[config.mk]
export PLATFORM = sky130hd
export DESIGN_NAME = alu_sequencer
export DESIGN_NICKNAME = d
export VERILOG_FILES = /design/src/rtl/alu_sequencer_pkg.sv /design/src/rtl/alu_sequencer_ctrl_decode.sv /design/src/rtl/alu_sequencer.sv
export SDC_FILE = /design/constraint.sdc
export NUM_CORES = 1
export LEC_CHECK = 0
export ABC_AREA = 1
export CAP_MARGIN = 20
export CORE_MARGIN = 1
export CORE_UTILIZATION = 46
export CTS_BUF_LIST = sky130_fd_sc_hd__clkbuf_2
export DETAILED_ROUTE_END_ITERATION = 10
export GPL_TIMING_DRIVEN = 0
export PLACE_DENSITY = 0.85
export SLEW_MARGIN = 20
export SYNTH_ARGS = -nofsm -noshare
export SYNTH_HDL_FRONTEND = slang
export SYNTH_SLANG_ARGS = --single-unit
[constraint.sdc]
create_clock -name clk -period 2.1 [get_ports clk]
set_clock_uncertainty 0.05 [all_clocks]
set_input_delay 0.42 -clock clk [delete_from_list [all_inputs] [get_ports clk]]
set_output_delay 0.42 -clock clk [all_outputs]
set_load 0.02 [all_outputs]
[src/rtl/alu_sequencer_pkg.sv]
// alu_sequencer_pkg: widths, opcodes, FSM states and opcode classification shared by the sequencer, its decoder and the bench
package alu_sequencer_pkg;
  localparam int DATA_W = 16;
  localparam int OP_W = 4;
  localparam logic [OP_W-1:0] OP_NOP = 4'd0;
  localparam logic [OP_W-1:0] OP_ADD = 4'd1;
  localparam logic [OP_W-1:0] OP_SUB = 4'd2;
  localparam logic [OP_W-1:0] OP_XOR = 4'd3;
  localparam logic [OP_W-1:0] OP_MUL = 4'd4;
  typedef enum logic [1:0] {IDLE, LOAD, EXEC, RESP} state_t;
  function automatic logic is_alu_op(input logic [OP_W-1:0] op);
    return op == OP_ADD || op == OP_SUB || op == OP_XOR || op == OP_MUL;
  endfunction
endpackage

[src/rtl/alu_sequencer_ctrl_decode.sv]
// alu_ctrl_decode: maps FSM state and latched opcode to the one-hot ALU strobes
module alu_ctrl_decode
  import alu_sequencer_pkg::*;
(
  input  state_t          state,
  input  logic [OP_W-1:0] op,
  output logic            a_enable,
  output logic            addsub,
  output logic            xor_ctrl,
  output logic            mul_out_ctrl,
  output logic            acc_enable
);
  always_comb begin
    a_enable = state == LOAD && is_alu_op(op);
    acc_enable = state == EXEC && is_alu_op(op);
    addsub = acc_enable && op == OP_SUB;
    xor_ctrl = acc_enable && op == OP_XOR;
    mul_out_ctrl = acc_enable && op == OP_MUL;
  end
endmodule

[src/rtl/alu_sequencer.sv]
// alu_sequencer: accepts one ALU operation per handshake, sequences the ALU strobes, returns result/status with backpressure
module alu_sequencer
  import alu_sequencer_pkg::*;
(
  input  logic              clk,
  input  logic              rst,
  input  logic              instr_valid,
  output logic              instr_ready,
  input  logic [OP_W-1:0]   instr_op,
  input  logic [DATA_W-1:0] instr_a,
  input  logic [DATA_W-1:0] instr_b,
  output logic [DATA_W-1:0] alu_a,
  output logic [DATA_W-1:0] alu_b,
  output logic              a_enable,
  output logic              addsub,
  output logic              xor_ctrl,
  output logic              mul_out_ctrl,
  output logic              acc_enable,
  input  logic [DATA_W-1:0] acc_out,
  input  logic [3:0]        status_reg,
  output logic              result_valid,
  input  logic              result_ready,
  output logic [DATA_W-1:0] result_data,
  output logic [3:0]        result_status,
  output logic              result_err,
  output logic [15:0]       op_count
);
  state_t state, state_d;
  logic [OP_W-1:0] lat_op;
  logic [DATA_W-1:0] lat_a, lat_b;
  logic accept;
  always_ff @(posedge clk or negedge rst)
    if (!rst) state <= IDLE;
    else state <= state_d;
  always_comb begin
    instr_ready = state == IDLE;
    accept = instr_valid && instr_ready;
    result_valid = state == RESP;
    state_d = state == IDLE ? (accept ? (is_alu_op(instr_op) ? LOAD : RESP) : IDLE)
            : state == LOAD ? EXEC
            : state == EXEC ? RESP
            : result_ready ? IDLE : RESP;
    alu_a = state == LOAD ? lat_a : '0;
    alu_b = state == EXEC ? lat_b : '0;
    result_data = result_valid ? acc_out : '0;
  end
  // NOP/illegal ops never reach EXEC, so their status stays cleared from accept
  always_ff @(posedge clk or negedge rst)
    if (!rst) begin
      lat_op <= OP_NOP;
      lat_a <= '0;
      lat_b <= '0;
      result_err <= 1'b0;
      result_status <= '0;
      op_count <= '0;
    end else begin
      if (accept) begin
        lat_op <= instr_op;
        lat_a <= instr_a;
        lat_b <= instr_b;
        result_err <= !is_alu_op(instr_op) && instr_op != OP_NOP;
        result_status <= '0;
      end
      if (state == EXEC) result_status <= status_reg;
      if (state == RESP && result_ready) op_count <= op_count + 16'd1;
    end
  alu_ctrl_decode u_decode (
    .state(state),
    .op(lat_op),
    .a_enable(a_enable),
    .addsub(addsub),
    .xor_ctrl(xor_ctrl),
    .mul_out_ctrl(mul_out_ctrl),
    .acc_enable(acc_enable)
  );
endmodule

After elaboration in Yosys (flattened, before gate mapping)
Index checks and enable logic that the tools add are counted.

Register bits after elaboration: 59. Input port bits: 60. Output and inout port bits: 76. Logic and storage cells: 48.

Add/subtract/negate cells: 1. Equal/unequal tests: 11. Muxes and demuxes: 11. Reduce and logical (&&, ||, !) cells: 18.

Operators by type and width (number): $mux 16 (3); $add 16x1->16 const B (1); $eq 4x2->1 const B (4); $mux 2 (6); $eq 4x1->1 const B (2); $eq 4x3->1 const B (2); $logic_and 1x1->1 (8); $mux 4 (2); $logic_or 1x1->1 (6); $eq 2x2->1 const B (2); $reduce_bool 4->1 (1); $eq 2x1->1 const B (1); $logic_not 2->1 (1); $reduce_bool 2->1 (1); $logic_not 1->1 (1).

Longest topological paths before layout
Gate-level depths: netlist of run 1.

Depth in word-level cells: 7. Mapped depth: 8. Gate-level depth less buffers: 7.

By module
From an unflattened synthesis of run 1, not the netlist that was laid out.

Cells, all modules: 382. Area total of the unflattened synthesis: 2887.8 sq um.

By module, submodules not included: alu_sequencer (times used 1, cells each 361, area an instance 2803.9 sq um, seq. area each 1476.4 sq um); alu_ctrl_decode (times used 1, cells each 21, area an instance 83.8 sq um, seq. area each 0.0 sq um).

Worst setup path after synthesis of run 1
No wires, ideal clock.

Path type: flip-flop to output port. From: register lat_op[3]. To: output addsub. Arrival time: 1.461 ns. Required time: 1.630 ns. Path slack: 0.169 ns. Stages on the path, launching flop included: 6. Path buffers: 0. Cell sequence: dfrtp_1 -> nor2_1 -> o21ai_0 -> a21oi_1 -> inv_1 -> nor2_1.

Longest elaborated chain between the ends: 6. Elaborated cells between the ends (all ways): 9. Classes of those cells: eq/ne (4); reduce/logical (5).

Ends and longest elaborated chain: from (decl) (line alu_sequencer.sv:29) `logic [OP_W-1:0] lat_op;`; from (signal assigned) (line alu_sequencer.sv:58) `lat_op <= instr_op;`; $eq 4x1->1 / $eq 4x2->1 (equally long branches) (line alu_sequencer_pkg.sv:12) `return op == OP_ADD || op == OP_SUB || op == OP_XOR || op == OP_MUL;`; $logic_or 1x1->1 (2 in series) (line alu_sequencer_pkg.sv:12); $logic_or 1x1->1 (*) (line alu_sequencer_pkg.sv:12); $logic_and 1x1->1 (*) (line alu_sequencer_ctrl_decode.sv:15) `acc_enable = state == EXEC && is_alu_op(op);`; via acc_enable (line alu_sequencer.sv:18) `output logic acc_enable,`; $logic_and 1x1->1 (*) (line alu_sequencer_ctrl_decode.sv:16) `addsub = acc_enable && op == OP_SUB;`; to (decl) (line alu_sequencer.sv:15) `output logic addsub,`.

Mark *: on every way through the listed nets, which the timed path passes. The rest lies on a longest branch.

Worst setup path after layout of run 1
From: register state[0]. To: output alu_a[5].

Longest elaborated chain between the ends: 2.

Ends and longest elaborated chain: from (decl) (line alu_sequencer.sv:28) `state_t state, state_d;`; from (signal assigned) (line alu_sequencer.sv:34) `else state <= state_d;`; $eq 2x1->1 (line alu_sequencer.sv:43) `alu_a = state == LOAD ? lat_a : '0;`; $mux 16 (line alu_sequencer.sv:43); to (decl) (line alu_sequencer.sv:12) `output logic [DATA_W-1:0] alu_a,`.

Every way passes these cells.

==> impl_metrics.env, run 1 <==
export IMPL_outcome="complete, but fails checks"
export IMPL_violations="setup timing"
export IMPL_cpMostUsedCell="buf_6"
export IMPL_cts_root_buf="clkbuf_2"
export IMPL_h_tree_depth=3
export IMPL_worst_slew_pin_slew_ns=0.743
export IMPL_io_pins=136
export IMPL_final_max_slew_viol_count=0
export IMPL_gp_congestion=0.800
export IMPL_start_kind="flip-flop"
export IMPL_num_vias=3015
export IMPL_crit_path_max_fanout=5
export IMPL_critPathKind="flip-flop to primary output"
export IMPL_timing_hold_ws_ns=0.434
export IMPL_syn_area_sq_um=2870
export IMPL_port_buffers=135
export IMPL_cap_viol_max_count=0
export IMPL_final_layout_size_suffix_gt1_share_pct=23.2
export IMPL_yosys_area_top_type_share_pct=51.4
export IMPL_ys_top_cells_by_area="dfrtp_1 (51%), nand2_1 (10%), inv_1 (9.2%)"
export IMPL_syn_to_final_growth_pct=63.3
export IMPL_wl_per_cell_um=13.9
export IMPL_clk_latency_ns=0.48
export IMPL_setup_ws_ns=-0.0902
export IMPL_hold_class="input port to flip-flop"
export IMPL_place_area_sq_um=4310
export IMPL_clkSlewWorstSetupHoldPaths_ns=0.17
export IMPL_dp_hpwl_um=5730
export IMPL_syn_inst=376
export IMPL_leakagePower_nw=2.37
export IMPL_critPathMaxStageDelay_ns=0.46
export IMPL_fin_util_pct=78.7
export IMPL_layout_common_cells="nand2_1 (78), clkdlybuf4s50_1 (76), inv_1 (68), dfrtp_1 (58), nor2_1 (51)"
export IMPL_combPwrFrac_pct=57.0
export IMPL_endpoint_kind="primary output"
export IMPL_finalSetupTns_ns=-0.312
export IMPL_intPower_mw=3.30
export IMPL_crit_arrival_ns=1.72
export IMPL_p_clk_share_pct=11.7
export IMPL_die_area_sq_um=6560
export IMPL_avgSynthCellArea_sq_um=7.63
export IMPL_slowest_stage="dfrtp_2"
export IMPL_powerDensity_nw_per_um2=1240
export IMPL_synth_top_cell_by_area="dfrtp_1"
export IMPL_swShare_pct=43.4
export IMPL_final_area_sq_um=4690
export IMPL_synth_seq_cells=59
export IMPL_nFillCells=421
export IMPL_crit_chain="buf_6 -> nand2_4 -> buf_8 -> buf_8 -> buf_6 -> nor2_4 -> buf_6"
export IMPL_yosysUniqueCellTypes=24
export IMPL_grt_pass1_vias=2768
export IMPL_first_pass_iters=5
export IMPL_numCtsBuffers=9
export IMPL_num_nets_final=604
export IMPL_seqPwrFrac_pct=31.3
export IMPL_p_sw_mw=2.53
export IMPL_hold_viol=0
export IMPL_final_common_cell="nand2_1"
export IMPL_die_h_um=81.0
export IMPL_grt_antenna_before_repair=0
export IMPL_grt_max_degree=60
export IMPL_routed_via_density=4.84
export IMPL_cts_tree="yes"
export IMPL_irDropWorstVdd_mv=0.822
export IMPL_rsz0062_at_grt="true"
export IMPL_diodes=0
export IMPL_relSlewSlack_pct=50.5
export IMPL_core_area_sq_um=5960
export IMPL_synth_warnings=0
export IMPL_period_share_pct=104
export IMPL_drtIter0Drc=186
export IMPL_synth_nets=437
export IMPL_period_minus_slack_ns=2.19
export IMPL_grt_pass1_wl_um=12500
export IMPL_cts_sink_count=59
export IMPL_setup_viol=5
export IMPL_seq_area_frac_synth_pct=51.4
export IMPL_die_width_um=81.0
export IMPL_ant_nets=0
export IMPL_required_ns=1.63
export IMPL_fp_row_count=28
export IMPL_fin_total_pwr_mw=5.83
export IMPL_grtUsageTotal_pct=25.3
export IMPL_clock_path_buffers=2
export IMPL_drcViolationCount=0
export IMPL_max_clock_freq_ghz=0.457
export IMPL_start_util_pct=48.2
export IMPL_routed_wl_um=8670
export IMPL_gr_total_overflow=0
what timing repair did:
action,4_1_cts,5_1_grt
pin swaps,2,5
endpoints found under the setup margin,55,43
hold buffers,1,0
hold endpoints to repair,59,0
setup buffers,7,12
cloned,0,1
resized for setup,246,70
path summary, 6_finish.rpt:
check | from | to | slack [ns] | cells after the start
worst min-delay path | instr_b[11] | lat_b[11] | 0.43 | 3
worst min register to register | result_err | result_err | 0.47 | 2
worst max-delay path | state[0] | alu_a[5] | -0.09 | 7
worst max register to register | state[0] | lat_b[4] | 0.39 | 6
min in group asynchronous | rst | lat_b[0] | 0.48 | 2
max in group asynchronous | rst | state[0] | 1.00 | 2
state kept, by name (all words and copies together) (netlist names):
register	flops
state	2
lat_op	4
lat_b	16
result_status	4
lat_a	16
op_count	16
result_err	1
cell families (layout without fill, tap and decap cells):
logic type | Yosys count | count (layout) | synth area share (%)
AO/OA/AOI/OAI | 42 | 42 | 7.41
XOR/XNOR | 9 | 9 | 2.75
adder cells (fa/ha/maj) | 1 | 1 | 0.436
buffers and inverters | 84 | 256 | 11.8
flip-flops | 59 | 59 | 51.4
AND/OR/NAND/NOR | 181 | 181 | 26.2
Yosys cell counts:
library cell and n:
a21oi_1 2, clkbuf_1 7, nand2_2 2, xor2_1 7
nand4_1 4, nand2_1 80, o21ai_0 35, buf_6 1
nand3_1 18, nand3_2 1, nor2_2 3, ha_1 1
xnor2_1 2, nor2_4 1, nor2_1 66, nand3b_1 2
dfrtp_1 59, inv_2 1, buf_2 1, nor3_1 4
o211ai_1 1, inv_1 70, o21ai_1 4, buf_4 4
cell type report:
type,instances,area (sq um),share of cell area (%)
plain buffers,13,125,2.67
clock inverters,6,56.3,1.20
repair buffers,156,1430,30.5
flip-flops and latches,59,1480,31.5
multi-input cells,233,1180,25.2
well taps,75,93.8,2.00
clock buffers,10,50.0,1.07
inverters,71,272,5.79
power by group through the flow:
stage	clock [mW]	sequential (mW)	combinational (mW)
after global routing	0.747	1.87	3.58
after floorplan	0	1.90	1.39
after detailed placement	0	1.83	2.73
after global placement	0	1.81	2.65
after CTS	0.695	1.82	2.77
final	0.685	1.82	3.32
layer usage:
layer	up-vias	track usage, %	share of wire [%]
met3	17	6.07	7.0
met2	104	44.4	51
li1	1471	-	-
met4	0	8.39	1.6
met5	-	0	0
met1	1423	30.3	40
critical path, delay by kind of cell (launching register included):
| family | cells | cell delay (ns) |
|---|---|---|
| buffers and inverters | 5 | 0.62 |
| and+or+nand+nor | 2 | 0.15 |
| DFF | 1 | 0.46 |
metrics by stage:
stage,std cells,setup slack [ns]
after detailed placement,586,-0.344
after CTS,610,-0.198
final,623,-0.0902
after global placement,586,-1.24
after floorplan,376,0.169
after global routing,623,-0.212
(Power assumes the default switching activity.)
==> run 2: changes to the inputs <==
--- a/config.mk
+++ b/config.mk
@@ -8,11 +8,11 @@
 export ABC_AREA = 1
 export CAP_MARGIN = 20
 export CORE_MARGIN = 1
-export CORE_UTILIZATION = 46
-export CTS_BUF_LIST = sky130_fd_sc_hd__clkbuf_2
+export CORE_UTILIZATION = 37
+export CTS_BUF_LIST = sky130_fd_sc_hd__clkbuf_16
 export DETAILED_ROUTE_END_ITERATION = 10
 export GPL_TIMING_DRIVEN = 0
-export PLACE_DENSITY = 0.85
+export PLACE_DENSITY = 0.73
 export SLEW_MARGIN = 20
 export SYNTH_ARGS = -nofsm -noshare
 export SYNTH_HDL_FRONTEND = slang
==> constraint.sdc (replaced) <==
create_clock -name clk -period 1.83 [get_ports clk]
set_clock_uncertainty 0.05 [all_clocks]
set_input_delay 0.366 -clock clk [delete_from_list [all_inputs] [get_ports clk]]
set_output_delay 0.366 -clock clk [all_outputs]
set_load 0.02 [all_outputs]
==> run 2 against run 1 <==
  * The flow still finishes with violations (setup timing)
  * Via count is 1.2% lower
  * Clock-buffer cell count shrank 1
  * Sequential cell count did not move
  * Worst hold slack got worse by 0.071 ns
==> impl_metrics.env, run 2 (synthesis gave the netlist of run 1 again) <==
export IMPL_start_util_pct=38.9
export IMPL_final_layout_size_suffix_gt1_share_pct=25.3
export IMPL_grt_busiest_layer="met2"
export IMPL_start_kind="flip-flop"
export IMPL_setup_ws_ns=-0.0837
export IMPL_die_area_sq_um=8110
export IMPL_clock_path_buffers=2
export IMPL_endpoint_kind="primary output"
export IMPL_diodes=0
export IMPL_outcome="complete, but fails checks"
export IMPL_drcViolationCount=0
export IMPL_layout_common_cells="nand2_1 (78), clkdlybuf4s50_1 (77), inv_1 (69), dfrtp_1 (58), nor2_1 (35)"
export IMPL_drtIter0Drc=80
export IMPL_num_vias=2978
export IMPL_leakagePower_nw=2.46
export IMPL_fp_row_count=31
export IMPL_syn_to_final_growth_pct=79.2
export IMPL_relSlewSlack_pct=72.0
export IMPL_first_pass_iters=4
export IMPL_grt_antenna_before_repair=0
export IMPL_num_nets_final=598
export IMPL_grtUsageMet2_pct=34.3
export IMPL_hold_viol=0
export IMPL_cap_viol_max_count=0
export IMPL_gp_congestion=0.870
export IMPL_critPathKind="flip-flop to primary output"
export IMPL_crit_path_max_fanout=5
export IMPL_dp_hpwl_um=5780
export IMPL_slowest_stage="dfrtp_1"
export IMPL_setup_viol=2
export IMPL_die_width_um=90.1
export IMPL_worst_slew_pin_slew_ns=0.420
export IMPL_powerDensity_nw_per_um2=1590
export IMPL_nFillCells=569
export IMPL_period_minus_slack_ns=1.91
export IMPL_cts_tree="yes"
export IMPL_reg_top3="lat_a (16), lat_b (16), op_count (16)"
export IMPL_grt_util_met3_pct=4.40
export IMPL_final_common_cell="nand2_1"
export IMPL_die_h_um=90.1
export IMPL_use_met1_pct=25.7
export IMPL_wl_per_cell_um=13.5
export IMPL_grtUsageTotal_pct=20.1
export IMPL_grt_max_degree=53
export IMPL_irDropWorstVdd_mv=0.837
export IMPL_core_area_sq_um=7370
export IMPL_h_tree_depth=3
export IMPL_critPathMaxStageDelay_ns=0.42
export IMPL_violations="setup timing"
export IMPL_period_share_pct=105
export IMPL_timing_hold_ws_ns=0.363
export IMPL_crit_arrival_ns=1.50
export IMPL_routed_wl_um=8640
export IMPL_routed_via_density=4.65
export IMPL_clkSlewWorstSetupHoldPaths_ns=0.05
export IMPL_cts_sink_count=59
export IMPL_io_pins=136
export IMPL_crit_chain="nor2_1 -> nand3b_1 -> a21oi_2 -> inv_1 -> nor2_1 -> buf_4"
export IMPL_required_ns=1.41
export IMPL_fin_total_pwr_mw=8.18
export IMPL_port_buffers=135
export IMPL_final_max_slew_viol_count=0
export IMPL_finalSetupTns_ns=-0.167
export IMPL_cpMostUsedCell="nor2_1"
export IMPL_final_cells=641
export IMPL_grt_pass1_wl_um=13200
export IMPL_gr_total_overflow=0
export IMPL_fin_util_pct=69.8
export IMPL_place_inst=611
export IMPL_numCtsBuffers=9
export IMPL_grt_pass1_vias=2867
export IMPL_clk_latency_ns=0.31
export IMPL_ant_nets=0
export IMPL_cts_root_buf="clkbuf_16"
export IMPL_hold_class="input port to asynchronous set/reset pin"
export IMPL_max_clock_freq_ghz=0.523
export IMPL_rsz0062_at_grt="true"
## run 2: changes by cell type in the layout (fill, tap and decap cells not counted), sizes merged
cell / delta
bufinv: +2
dlymetal6s2s: -1
nand2: +1
buf: -10
clkdlybuf4s50: +1
clkinvlp: -1
clkbuf: +3
clkdlybuf4s15: -1
## run 2: final timing paths
path / start / endpoint / slack [ns] / cells after the start
hold / removal: rst / lat_op[2] / 0.36 / 2
max in group asynchronous: rst / state[0] / 0.88 / 3
hold reg to reg: result_err / result_err / 0.44 / 2
min in group clk: result_err / result_err / 0.44 / 2
setup / recovery: lat_op[1] / addsub / -0.08 / 6
setup reg to reg: state[1] / lat_b[15] / 0.19 / 6
## run 2: repair_timing
item                                   CTS  global route
gates resized for setup                238           123
gates cloned                             0             5
setup buffers                            0             8
pin swaps                                0             2
setup endpoints to repair               55            49
endpoints found under the hold margin    7             0
hold buffers                             1             0
## run 2: through the flow
stage | cell area (sq um) | setup WS (ns)
6_report | 5140 | -0.0837
5_1_grt | 5140 | -0.140
4_1_cts | 4640 | -0.0745
3_5_place_dp | 4370 | -0.500
3_3_place_gp | 4350 | -1.55
2_1_floorplan | 2870 | 0.0808
## run 2: area by class of cell
| cell class | instances | area [sq um] | area share (%) |
|---|---|---|---|
| timing repair buffer | 149 | 1500 | 29.1 |
| sequential | 59 | 1480 | 28.7 |
| clock inverter | 7 | 108 | 2.09 |
| tap | 99 | 124 | 2.41 |
| inverter | 71 | 282 | 5.47 |
| buffer | 13 | 134 | 2.60 |
| multi-input combinational | 234 | 1300 | 25.2 |
| clock buffer | 9 | 225 | 4.38 |
## run 2: report_power, final
group          total (mW)  internal [mW]  switching, mW  leakage [nW]
registers            2.12           1.83          0.289         0.723
clock network        1.87           1.31          0.555         0.168
logic                4.19           1.87           2.32          1.57
## run 2: metal layers
metal  vias up  share of wire (%)
met5         -                  0
met4         0               0.89
met3         8                5.6
met2       101                 51
met1      1406                 43
li1       1463                  -
## run 2: critical path: cells and delay by family, from the launching register on
kind,cells,cell delay (ns)
compound gates,1,0.19
simple gates,3,0.35
buf+inv,2,0.22
flops,1,0.42
==> run 3: changes to the inputs <==
--- a/config.mk
+++ b/config.mk
@@ -5,14 +5,16 @@
 export SDC_FILE = /design/constraint.sdc
 export NUM_CORES = 1
 export LEC_CHECK = 0
-export ABC_AREA = 1
 export CAP_MARGIN = 20
+export CELL_PAD_IN_SITES_DETAIL_PLACEMENT = 2
+export CELL_PAD_IN_SITES_GLOBAL_PLACEMENT = 2
 export CORE_MARGIN = 1
-export CORE_UTILIZATION = 37
+export CORE_UTILIZATION = 20
 export CTS_BUF_LIST = sky130_fd_sc_hd__clkbuf_16
 export DETAILED_ROUTE_END_ITERATION = 10
 export GPL_TIMING_DRIVEN = 0
-export PLACE_DENSITY = 0.73
+export PLACE_DENSITY = 0.72
+export RECOVER_POWER = 50
 export SLEW_MARGIN = 20
 export SYNTH_ARGS = -nofsm -noshare
 export SYNTH_HDL_FRONTEND = slang
==> run 3 against run 2 <==
  * The run still ends with setup timing left
  * Synthesized cell count is 18% lower
  * Die area up 75%
  * Clock-buffer cell count is the same
  * Non-clock buffer count grew 10
  * Worst setup slack got worse by 0.053 ns
  * Clock power down 11%
  * Utilization down 32 points
  * Critical path type unchanged
  * Critical endpoint is now result_data[9]
==> impl_metrics.env, run 3 <==
export IMPL_start_kind="flip-flop"
export IMPL_hold_class="flip-flop to flip-flop"
export IMPL_setup_viol=56
export IMPL_outcome="complete, but fails checks"
export IMPL_synth_flop_cell="dfrtp_1"
export IMPL_grtUsageTotal_pct=15.2
export IMPL_synth_warnings=0
export IMPL_routed_via_density=4.25
export IMPL_critPathKind="flip-flop to primary output"
export IMPL_clk_latency_ns=0.33
export IMPL_syn_area_sq_um=2750
export IMPL_final_common_cell="nand2_1"
export IMPL_worst_slew_pin_slew_ns=0.778
export IMPL_clock_path_buffers=2
export IMPL_routed_wl_um=10900
export IMPL_cts_sink_count=59
export IMPL_gr_total_overflow=0
export IMPL_slowest_stage="dfrtp_1"
export IMPL_grt_max_degree=33
export IMPL_first_pass_iters=2
export IMPL_fin_total_pwr_mw=7.90
export IMPL_synthMostInstantiatedCell="nand2_1"
export IMPL_crit_arrival_ns=1.55
export IMPL_synth_nets=371
export IMPL_critPathMaxStageDelay_ns=0.41
export IMPL_finalSetupTns_ns=-4.20
export IMPL_synth_top_cell_by_area="dfrtp_1"
export IMPL_timing_rr_start="state[0]"
export IMPL_grt_pass1_vias=3125
export IMPL_period_minus_slack_ns=1.97
export IMPL_period_share_pct=107
export IMPL_drcViolationCount=0
export IMPL_async_flop_share_pct=100
export IMPL_die_area_sq_um=14200
export IMPL_die_width_um=119
export IMPL_crit_end="result_data[9]"
export IMPL_synth_seq_cells=59
export IMPL_dp_hpwl_um=7440
export IMPL_port_buffers=135
export IMPL_cap_viol_max_count=0
export IMPL_final_layout_size_suffix_gt1_share_pct=32.0
export IMPL_crit_family="buffers and inverters"
export IMPL_relSlewSlack_pct=48.1
export IMPL_core_area_sq_um=13300
export IMPL_violations="setup timing"
export IMPL_crit_chain="clkbuf_8 -> buf_4 -> buf_6 -> buf_6 -> and3_4 -> buf_6"
export IMPL_clkSlewWorstSetupHoldPaths_ns=0.05
export IMPL_ys_top_cells_by_area="dfrtp_1 (54%), nand2_1 (17%), and2_1 (8.0%)"
export IMPL_gp_congestion=0.717
export IMPL_fp_row_count=42
export IMPL_yosys_area_top_type_share_pct=53.6
export IMPL_h_tree_depth=3
export IMPL_drtIter0Drc=31
export IMPL_synthTopCellsByCount="nand2_1 (123), dfrtp_1 (59), and2_1 (35), and3_1 (20), xnor2_1 (13)"
export IMPL_yosysUniqueCellTypes=31
export IMPL_path_depth=6
export IMPL_crit_start="state[0]"
export IMPL_num_nets_final=537
export IMPL_endpoint_kind="primary output"
export IMPL_layout_common_cells="nand2_1 (123), clkdlybuf4s50_1 (68), dfrtp_1 (58), buf_6 (50), buf_4 (21)"
export IMPL_start_util_pct=20.6
export IMPL_setup_ws_ns=-0.137
export IMPL_numCtsBuffers=9
export IMPL_leakagePower_nw=2.53
export IMPL_max_clock_freq_ghz=0.508
export IMPL_hold_viol=0
export IMPL_seq_area_frac_synth_pct=53.6
export IMPL_r2r_setup_slack_ns=0
export IMPL_min_path_cells=2
export IMPL_final_max_slew_viol_count=0
export IMPL_cts_tree="yes"
export IMPL_rsz0062_at_grt="true"
export IMPL_rr_endpoint="op_count[7]"
export IMPL_avgSynthCellArea_sq_um=8.88
export IMPL_grt_pass1_wl_um=16600
export IMPL_cpMostUsedCell="buf_6"
export IMPL_diodes=0
export IMPL_wl_per_cell_um=16.5
export IMPL_die_h_um=119
export IMPL_syn_inst=310
export IMPL_cp_num_buf_inv=5
export IMPL_num_vias=2792
export IMPL_reg_top3="lat_a (16), lat_b (16), op_count (16)"
export IMPL_ant_nets=0
export IMPL_cts_root_buf="clkbuf_16"
export IMPL_powerDensity_nw_per_um2=1550
export IMPL_syn_to_final_growth_pct=85.0
export IMPL_crit_path_max_fanout=5
export IMPL_grt_antenna_before_repair=0
export IMPL_irDropWorstVdd_mv=0.694
export IMPL_required_ns=1.41
export IMPL_synth_edf_count=0
export IMPL_ff2ff_path_depth=7
export IMPL_io_pins=136
[run 3: cell types whose count changed after synthesis, sizes merged, moves of 11 or more]
cell	previous run	this run
xnor2	2	13
and3	0	20
nand3	19	8
and2	0	35
o21ai	39	1
nand2	82	123
inv	71	2
nor2	70	8
[run 3: how the worst min path moves through the flow]
stage          startpoint        end
5_1_grt          lat_a[9]   lat_a[9]
4_1_cts          lat_a[2]   lat_a[2]
2_1_floorplan         rst   lat_a[0]
3_3_place_gp     lat_b[2]   lat_b[2]
6_report        lat_a[15]  lat_a[15]
3_5_place_dp          rst   lat_b[4]
[run 3: layout make-up]
cell class,count,area (sq um)
plain buffers,17,156
clock buffers,9,225
clock inverters,7,68.8
fillers,1464,8250
inverters,2,7.51
multi-input cells,232,1380
flip-flops and latches,59,1480
well taps,176,220
repair buffers,155,1560
[run 3: layer usage]
layer	wire, um	global-route usage, %	vias up	share of wire, %
met1	4290	16.6	1387	39
li1	-	-	1313	-
met4	177	4.14	0	1.6
met5	0	0	-	0
met3	623	5.65	14	5.7
met2	5770	27.3	78	53
[run 3: repair_timing]
action                     in CTS  in global routing
pin swaps                       3                  0
setup buffers                   9                  5
hold buffers                    1                  0
cloned                          3                  1
hold endpoints to repair       27                  0
setup endpoints to repair      61                 91
resized for setup             327                 92
[run 3: worst min-delay path, cell delays in order (launching register included)]
cell,delay [ns]
dfrtp_1,0.33
nand2_1,0.05
nand2_1,0.05
[run 3: cell families after synthesis]
kind of cell | Yosys count | synth area share [%]
compound gates | 5 | 1.14
simple gates | 209 | 35.8
flops | 59 | 53.6
buf+inv | 19 | 3.23
mux | 1 | 0.409
xor+xnor | 16 | 5.36
fa+ha+maj | 1 | 0.454
[run 3: stage by stage]
step / util, % / hold slack, ns / std cells / cell area, sq um / setup WS (ns)
floorplan: - / 0.0204 / 310 / 2770 / 0.0812
global placement: 32.5 / 0.399 / 621 / 4340 / -1.87
detailed placement: 32.6 / 0.296 / 622 / 4360 / -0.734
CTS: 35.8 / 0.423 / 651 / 4780 / -0.181
global route: 38.2 / 0.443 / 657 / 5090 / -0.194
finish: 38.2 / 0.417 / 657 / 5090 / -0.137
[run 3: where the power goes]
part | internal (mW) | switching (mW)
clock network | 1.05 | 0.621
logic | 2.09 | 1.98
registers | 1.80 | 0.369
total | 4.93 | 2.97
